$ cat src/rtl/lector_memoria_ventana_pkg.sv
// Shared constants for the windowed memory reader: FSM encodings and default sizing.
package lector_memoria_ventana_pkg;

    localparam logic [1:0] REPOSO   = 2'd0;
    localparam logic [1:0] LEYENDO  = 2'd1;
    localparam logic [1:0] DRENANDO = 2'd2;
    localparam logic [1:0] FIN      = 2'd3;

    localparam int unsigned PALABRAS_POR_BUFFER_DEF = 128;
    localparam int unsigned MAX_PENDIENTES_DEF      = 4;

endpackage

$ cat src/rtl/lector_memoria_ventana_ffd.sv
// Enabled D register with asynchronous active-low clear, used to hold captured configuration.
module FlipFlopD_Habilitado #(
    parameter int unsigned ANCHO = 8
) (
    input  logic             i_clk,
    input  logic             i_reset,
    input  logic             i_habilitado,
    input  logic [ANCHO-1:0] i_d,
    output logic [ANCHO-1:0] o_q
);

    always_ff @(posedge i_clk or negedge i_reset) begin
        if (!i_reset) begin
            o_q <= '0;
        end else if (i_habilitado) begin
            o_q <= i_d;
        end
    end

endmodule

$ cat src/rtl/lector_memoria_ventana.sv
// Streams a contiguous block of memory words into a rotating set of internal buffers,
// keeping at most MAX_PENDIENTES reads outstanding.
module lector_memoria_ventana
    import lector_memoria_ventana_pkg::*;
#(
    parameter int unsigned BITS_BUS_DATOS_INSTR = 21,
    parameter int unsigned BITS_BUFFERS         = 3,
    parameter int unsigned BITS_DATOS_MEM       = 32,
    parameter int unsigned PALABRAS_POR_BUFFER  = PALABRAS_POR_BUFFER_DEF,
    parameter int unsigned MAX_PENDIENTES       = MAX_PENDIENTES_DEF
) (
    input  logic                            clk,
    input  logic                            reset,
    input  logic                            inicio,
    input  logic [BITS_BUS_DATOS_INSTR-1:0] direccion_mem_inicio_imagen,
    input  logic [BITS_BUS_DATOS_INSTR-1:0] cantidad_lecturas_mem,
    input  logic [BITS_BUFFERS-1:0]         cantidad_buffers_internos,
    output logic [BITS_BUS_DATOS_INSTR-1:0] mem_direccion,
    output logic                            mem_solicitud,
    input  logic                            mem_aceptada,
    input  logic                            mem_dato_valido,
    input  logic [BITS_DATOS_MEM-1:0]       mem_dato,
    output logic [BITS_DATOS_MEM-1:0]       buffer_dato,
    output logic                            buffer_escritura,
    output logic [BITS_BUFFERS-1:0]         buffer_seleccion,
    output logic                            ocupado,
    output logic                            terminado
);

    localparam int unsigned BITS_PALABRAS =
        (PALABRAS_POR_BUFFER > 1) ? $clog2(PALABRAS_POR_BUFFER) : 1;
    localparam logic [BITS_PALABRAS-1:0] ULTIMA_PALABRA = BITS_PALABRAS'(PALABRAS_POR_BUFFER - 1);
    localparam logic [BITS_BUS_DATOS_INSTR-1:0] LIMITE_PENDIENTES =
        BITS_BUS_DATOS_INSTR'(MAX_PENDIENTES);

    logic [1:0]                      r_estado;
    logic [1:0]                      w_estado_sig;
    logic [BITS_BUS_DATOS_INSTR-1:0] r_emitidas;
    logic [BITS_BUS_DATOS_INSTR-1:0] r_recibidas;
    logic [BITS_PALABRAS-1:0]        r_palabras;
    logic [BITS_BUFFERS-1:0]         r_sel;
    logic [BITS_DATOS_MEM-1:0]       r_buffer_dato;
    logic                            r_buffer_escritura;
    logic [BITS_BUFFERS-1:0]         r_buffer_seleccion;

    logic [BITS_BUS_DATOS_INSTR-1:0] w_base;
    logic [BITS_BUS_DATOS_INSTR-1:0] w_cantidad;
    logic [BITS_BUFFERS-1:0]         w_buffers;
    logic [BITS_BUFFERS-1:0]         w_ultimo_buffer;
    logic [BITS_BUS_DATOS_INSTR-1:0] w_pendientes;
    logic                            w_captura;
    logic                            w_activo;
    logic                            w_aceptada;
    logic                            w_beat;

    assign w_captura = inicio && (r_estado == REPOSO);

    FlipFlopD_Habilitado #(.ANCHO(BITS_BUS_DATOS_INSTR)) u_ff_base (
        .i_clk        (clk),
        .i_reset      (reset),
        .i_habilitado (w_captura),
        .i_d          (direccion_mem_inicio_imagen),
        .o_q          (w_base)
    );

    FlipFlopD_Habilitado #(.ANCHO(BITS_BUS_DATOS_INSTR)) u_ff_cantidad (
        .i_clk        (clk),
        .i_reset      (reset),
        .i_habilitado (w_captura),
        .i_d          (cantidad_lecturas_mem),
        .o_q          (w_cantidad)
    );

    FlipFlopD_Habilitado #(.ANCHO(BITS_BUFFERS)) u_ff_buffers (
        .i_clk        (clk),
        .i_reset      (reset),
        .i_habilitado (w_captura),
        .i_d          (cantidad_buffers_internos),
        .o_q          (w_buffers)
    );

    // A buffer count of zero behaves as a single buffer.
    assign w_ultimo_buffer = (w_buffers == '0) ? '0 : w_buffers - BITS_BUFFERS'(1);

    assign w_pendientes  = r_emitidas - r_recibidas;
    assign w_activo      = (r_estado == LEYENDO) || (r_estado == DRENANDO);
    assign mem_solicitud = (r_estado == LEYENDO) && (r_emitidas < w_cantidad)
                           && (w_pendientes < LIMITE_PENDIENTES);
    assign w_aceptada    = mem_solicitud && mem_aceptada;
    assign w_beat        = mem_dato_valido && w_activo && (r_recibidas < w_cantidad);

    // Address is derived from the issued count, so it wraps naturally and cannot move during a stall.
    assign mem_direccion    = w_base + r_emitidas;
    assign buffer_dato      = r_buffer_dato;
    assign buffer_escritura = r_buffer_escritura;
    assign buffer_seleccion = r_buffer_seleccion;
    assign ocupado          = w_activo;
    assign terminado        = (r_estado == FIN);

    always_comb begin
        w_estado_sig = r_estado;
        case (r_estado)
            REPOSO: begin
                if (inicio) begin
                    w_estado_sig = (cantidad_lecturas_mem == '0) ? FIN : LEYENDO;
                end
            end
            LEYENDO: begin
                if (r_emitidas == w_cantidad) begin
                    w_estado_sig = DRENANDO;
                end
            end
            DRENANDO: begin
                if (r_recibidas == w_cantidad) begin
                    w_estado_sig = FIN;
                end
            end
            FIN:     w_estado_sig = REPOSO;
            default: w_estado_sig = REPOSO;
        endcase
    end

    always_ff @(posedge clk or negedge reset) begin
        if (!reset) begin
            r_estado           <= REPOSO;
            r_emitidas         <= '0;
            r_recibidas        <= '0;
            r_palabras         <= '0;
            r_sel              <= '0;
            r_buffer_dato      <= '0;
            r_buffer_escritura <= 1'b0;
            r_buffer_seleccion <= '0;
        end else begin
            r_estado           <= w_estado_sig;
            r_buffer_escritura <= w_beat;
            if (w_beat) begin
                r_buffer_dato      <= mem_dato;
                r_buffer_seleccion <= r_sel;
            end
            if (w_captura) begin
                r_emitidas  <= '0;
                r_recibidas <= '0;
                r_palabras  <= '0;
                r_sel       <= '0;
            end else begin
                if (w_aceptada) begin
                    r_emitidas <= r_emitidas + BITS_BUS_DATOS_INSTR'(1);
                end
                if (w_beat) begin
                    r_recibidas <= r_recibidas + BITS_BUS_DATOS_INSTR'(1);
                    if (r_palabras == ULTIMA_PALABRA) begin
                        r_palabras <= '0;
                        r_sel      <= (r_sel == w_ultimo_buffer) ? '0
                                                                 : r_sel + BITS_BUFFERS'(1);
                    end else begin
                        r_palabras <= r_palabras + BITS_PALABRAS'(1);
                    end
                end
            end
        end
    end

endmodule
$ cat config.mk
export PLATFORM = sky130hd
export DESIGN_NAME = lector_memoria_ventana
export DESIGN_NICKNAME = d
export VERILOG_FILES = /design/src/rtl/lector_memoria_ventana_pkg.sv /design/src/rtl/lector_memoria_ventana_ffd.sv /design/src/rtl/lector_memoria_ventana.sv
export SDC_FILE = /design/constraint.sdc
export NUM_CORES = 1
export LEC_CHECK = 0
export CAP_MARGIN = 40
export CORE_MARGIN = 2
export CORE_UTILIZATION = 27
export CTS_BUF_LIST = sky130_fd_sc_hd__clkbuf_4 sky130_fd_sc_hd__clkbuf_8
export DETAILED_ROUTE_END_ITERATION = 16
export PLACE_DENSITY = 0.43
export SLEW_MARGIN = 5
export SYNTH_ARGS = -nofsm -noshare
export SYNTH_HDL_FRONTEND = slang
export SYNTH_SLANG_ARGS = --single-unit
$ cat constraint.sdc
create_clock -name clk -period 6.9 [get_ports clk]
set_clock_uncertainty 0.05 [all_clocks]
set_input_delay 0.69 -clock clk [delete_from_list [all_inputs] [get_ports clk]]
set_output_delay 0.69 -clock clk [all_outputs]
set_load 0.02 [all_outputs]
==> results.sh <==
export IMPL_cts_root_buffer="clkbuf_8"
export IMPL_yosys_warnings=0
export IMPL_critPathCaptureType="output pin"
export IMPL_period_share=0.7357
export IMPL_worstPathMaxFanout=6
export IMPL_leakagePower_nw=5.217
export IMPL_cap_viol_max_count=0
export IMPL_detail_route_first_pass_iterations=5
export IMPL_power_density_nw_per_um2=348.1
export IMPL_drive_gt1_frac=0.07958
export IMPL_final_setup_viol_count=0
export IMPL_startpoint_type="flip-flop"
export IMPL_yosysUniqueCellTypes=63
export IMPL_synthSimpleGateAreaFrac=0.2001
export IMPL_syn_num_nets=1189
export IMPL_drv_slew=0
export IMPL_post_place_ws_ns=2.286
export IMPL_irDropWorstVdd_uv=193.6
export IMPL_max_slew_worst_pin_slew_ns=0.8720
export IMPL_post_route_drc_count=0
export IMPL_nFillCells=3458
export IMPL_vias_per_cell=4.850
export IMPL_finalNetCount=1318
export IMPL_io_buffers=141
export IMPL_worst_hold_path_type="input pin to async pin"
export IMPL_clock_sinks=135
export IMPL_track_usage=0.1600
export IMPL_timing_slew_headroom=0.4142
export IMPL_hold_viol=0
export IMPL_place_hpwl_um=20360
export IMPL_rows=67
export IMPL_postSynthAreaPerCell_um2=9.005
export IMPL_wire_per_inst_um=17.03
export IMPL_ctsLongestPathBuffers=2
export IMPL_path_cells="ha_1 -> inv_1 -> fa_1 -> nor2b_1 -> o21a_1 -> a311oi_1 -> a21oi_1 -> a211o_1 -> a21oi_1 -> o21ai_0 -> a211oi_1 -> a21oi_1 -> xnor2_1 -> clkdlybuf4s50_1"
export IMPL_grt_pass1_vias=7849
export IMPL_clock_latency_ns=0.47
export IMPL_numCtsBuffers=17
export IMPL_wl_um=27350
export IMPL_floorplan_core_area_um2=33450
export IMPL_cts_tree="yes"
export IMPL_final_cell_mix="157 x nand2_1, 140 x clkdlybuf4s50_1, 135 x dfrtp_1"
export IMPL_gp_congestion=0.8673
export IMPL_timing_fmax_mhz=197.0
export IMPL_syn_area_um2=9131
export IMPL_grt_max_degree=72
export IMPL_r2r_slack_ns=2.53
export IMPL_cts_resized=0
export IMPL_register_area_um2=3378
export IMPL_die_w_um=187.9
export IMPL_status="completed"
export IMPL_slowest_stage="clkdlybuf4s50_1"
export IMPL_yosys_area_share_adder=0.1283
export IMPL_synth_flop_cell="dfrtp_1"
export IMPL_total_power_w=0.003975
export IMPL_synth_edf_count=0
export IMPL_cp_required_ns=6.16
export IMPL_arrival_ns=4.34
export IMPL_clkTransAtPathRegs_ns=0.10
export IMPL_synth_xor_area_frac=0.04892
export IMPL_netlist_instances=1014
export IMPL_holdWs_ns=0.1632
export IMPL_grt_pass1_wl_um=44340
export IMPL_worstSetupPathType="flip-flop to output pin"
export IMPL_grt_setup_unrepaired="no"
export IMPL_htreeDepth=4
export IMPL_cts_hold_buffers=0
export IMPL_finalCriticalPeriod_ns=5.076
export IMPL_muxShareOfSynthArea=0.06235
export IMPL_antenna_found_initial=4
export IMPL_final_antenna_net_count=0
export IMPL_die_area_um2=35310
export IMPL_postCtsSetupBuffers=0
export IMPL_synthArstFlopShare=1.000
export IMPL_final_common_cell="nand2_1"
export IMPL_multi_input_area_um2=5361
export IMPL_vias=7789
export IMPL_ios=142
export IMPL_start_util=0.2730
export IMPL_fin_ws_ns=1.824
export IMPL_drt_initial_drc_count=408
export IMPL_die_h_um=187.9
export IMPL_syn2layout_area_growth_pct=25.06
export IMPL_crit_top_cell="a21oi_1"
export IMPL_ys_seq_elements=135
export IMPL_seq_area_frac_synth=0.3700
export IMPL_max_stage_delay_ns=0.62
export IMPL_tns_ns=0
export IMPL_grt_overflow=0
export IMPL_synth_top_family_by_area="simple AND/OR/NAND/NOR gates"
export IMPL_synth_compound_gate_area_share=0.1458
==> through the flow <==
step                  util  cells  cell area, um2
floorplan                -   1014            9131
global placement    0.3289   1571           11000
detailed placement  0.3295   1572           11020
CTS                 0.3413   1604           11410
global route        0.3413   1604           11410
finish              0.3414   1606           11420
==> state kept, by name, summed over array words and instances, names as in the netlist, 2 cells and up <==
signal	count
r_sel	3
u_ff_base.o_q	21
u_ff_buffers.o_q	3
u_ff_cantidad.o_q	21
r_recibidas	21
buffer_seleccion	3
buffer_dato	32
r_palabras	7
r_emitidas	21
r_estado	2
==> cell type report <==
class | instances | share of cell area
Clock buffer | 17 | 0.02049
Sequential cell | 135 | 0.2958
Tap cell | 448 | 0.04909
Clock inverter | 15 | 0.01391
Multi-Input combinational cell | 775 | 0.4695
Inverter | 67 | 0.02202
Antenna cell | 2 | 0.0004383
Timing Repair Buffer | 147 | 0.1287
==> worst max-delay path: cells and delay by family (launching register included) <==
kind            cells  cell delay (ns)
compound gates      8             2.05
xor+xnor            1             0.17
buf+inv             2             0.69
flops               1             0.45
fa+ha+maj           2             0.45
simple gates        1             0.06
==> final timing paths <==
| check | from | to | depth (start not counted) |
|---|---|---|---|
| max | r_emitidas[0]$_DFFE_PN0P_ | mem_direccion[20] | 14 |
| min | reset | buffer_dato[27]$_DFFE_PN0P_ | 1 |
| max reg2reg | r_emitidas[17]$_DFFE_PN0P_ | r_emitidas[15]$_DFFE_PN0P_ | 12 |
| min reg2reg | u_ff_base.o_q[0]$_DFFE_PN0P_ | u_ff_base.o_q[0]$_DFFE_PN0P_ | 2 |
| max in group asynchronous | reset | r_recibidas[11]$_DFFE_PN0P_ | 3 |
| min in group clk | u_ff_base.o_q[0]$_DFFE_PN0P_ | u_ff_base.o_q[0]$_DFFE_PN0P_ | 2 |
==> kinds of logic (layout without fill, tap and decap cells) <==
family | after synthesis | count (layout)
xor gates and xnor gates | 51 | 51
and+or+nand+nor | 381 | 381
DFF | 135 | 135
adders and majority gates | 93 | 93
buffers and inverters | 104 | 246
AOI/OAI and AO/OA | 198 | 198
other | 0 | 2
muxes | 52 | 52
==> synth_stat cells, drive strengths merged (2+ instances only) <==
master / n / share of area
o21bai: 3 / 0.0025
o21a: 6 / 0.0049
a211o: 4 / 0.0038
or4: 9 / 0.0074
nor4b: 4 / 0.0038
nor3: 22 / 0.013
and3: 12 / 0.0082
nor4: 12 / 0.0096
mux2: 39 / 0.048
a31o: 2 / 0.0019
a2111oi: 3 / 0.0070
o21ai: 51 / 0.028
o311ai: 10 / 0.0096
clkbuf: 33 / 0.014
dfrtp: 135 / 0.37
or3: 4 / 0.0027
o22ai: 3 / 0.0021
nor2b: 7 / 0.0048
ha: 92 / 0.13
inv: 67 / 0.028
nor2: 66 / 0.027
a211oi: 9 / 0.0074
nand2b: 15 / 0.011
mux2i: 13 / 0.014
o41ai: 9 / 0.0086
nand4: 23 / 0.016
o31ai: 3 / 0.0025
a21oi: 48 / 0.026
and4: 3 / 0.0029
nor3b: 2 / 0.0016
nand3b: 3 / 0.0025
a21o: 21 / 0.017
a311oi: 4 / 0.0038
o2111ai: 3 / 0.0029
xor2: 13 / 0.012
nand2: 158 / 0.065
nand3: 29 / 0.016
xnor2: 38 / 0.036
o211ai: 9 / 0.0074
and4b: 2 / 0.0022
and2: 7 / 0.0048
buf: 4 / 0.0036
==> metal layers <==
layer	up-vias	GRT usage	wire length [um]
li1	3868	-	-
met1	3705	0.2114	12820
met2	186	0.2477	12140
met3	28	0.05465	1892
met4	2	0.04543	480
met5	-	0	13
==> power breakdown <==
part,switching (W),leakage (nW),internal [W],total (W)
Combinational,0.00113,3.30,0.000945,0.00207
Sequential,0.000151,1.72,0.00106,0.00122
Clock,0.000386,0.192,0.000301,0.000687
Total,0.00167,5.22,0.00231,0.00398
Power figures use the tool's default switching activity.
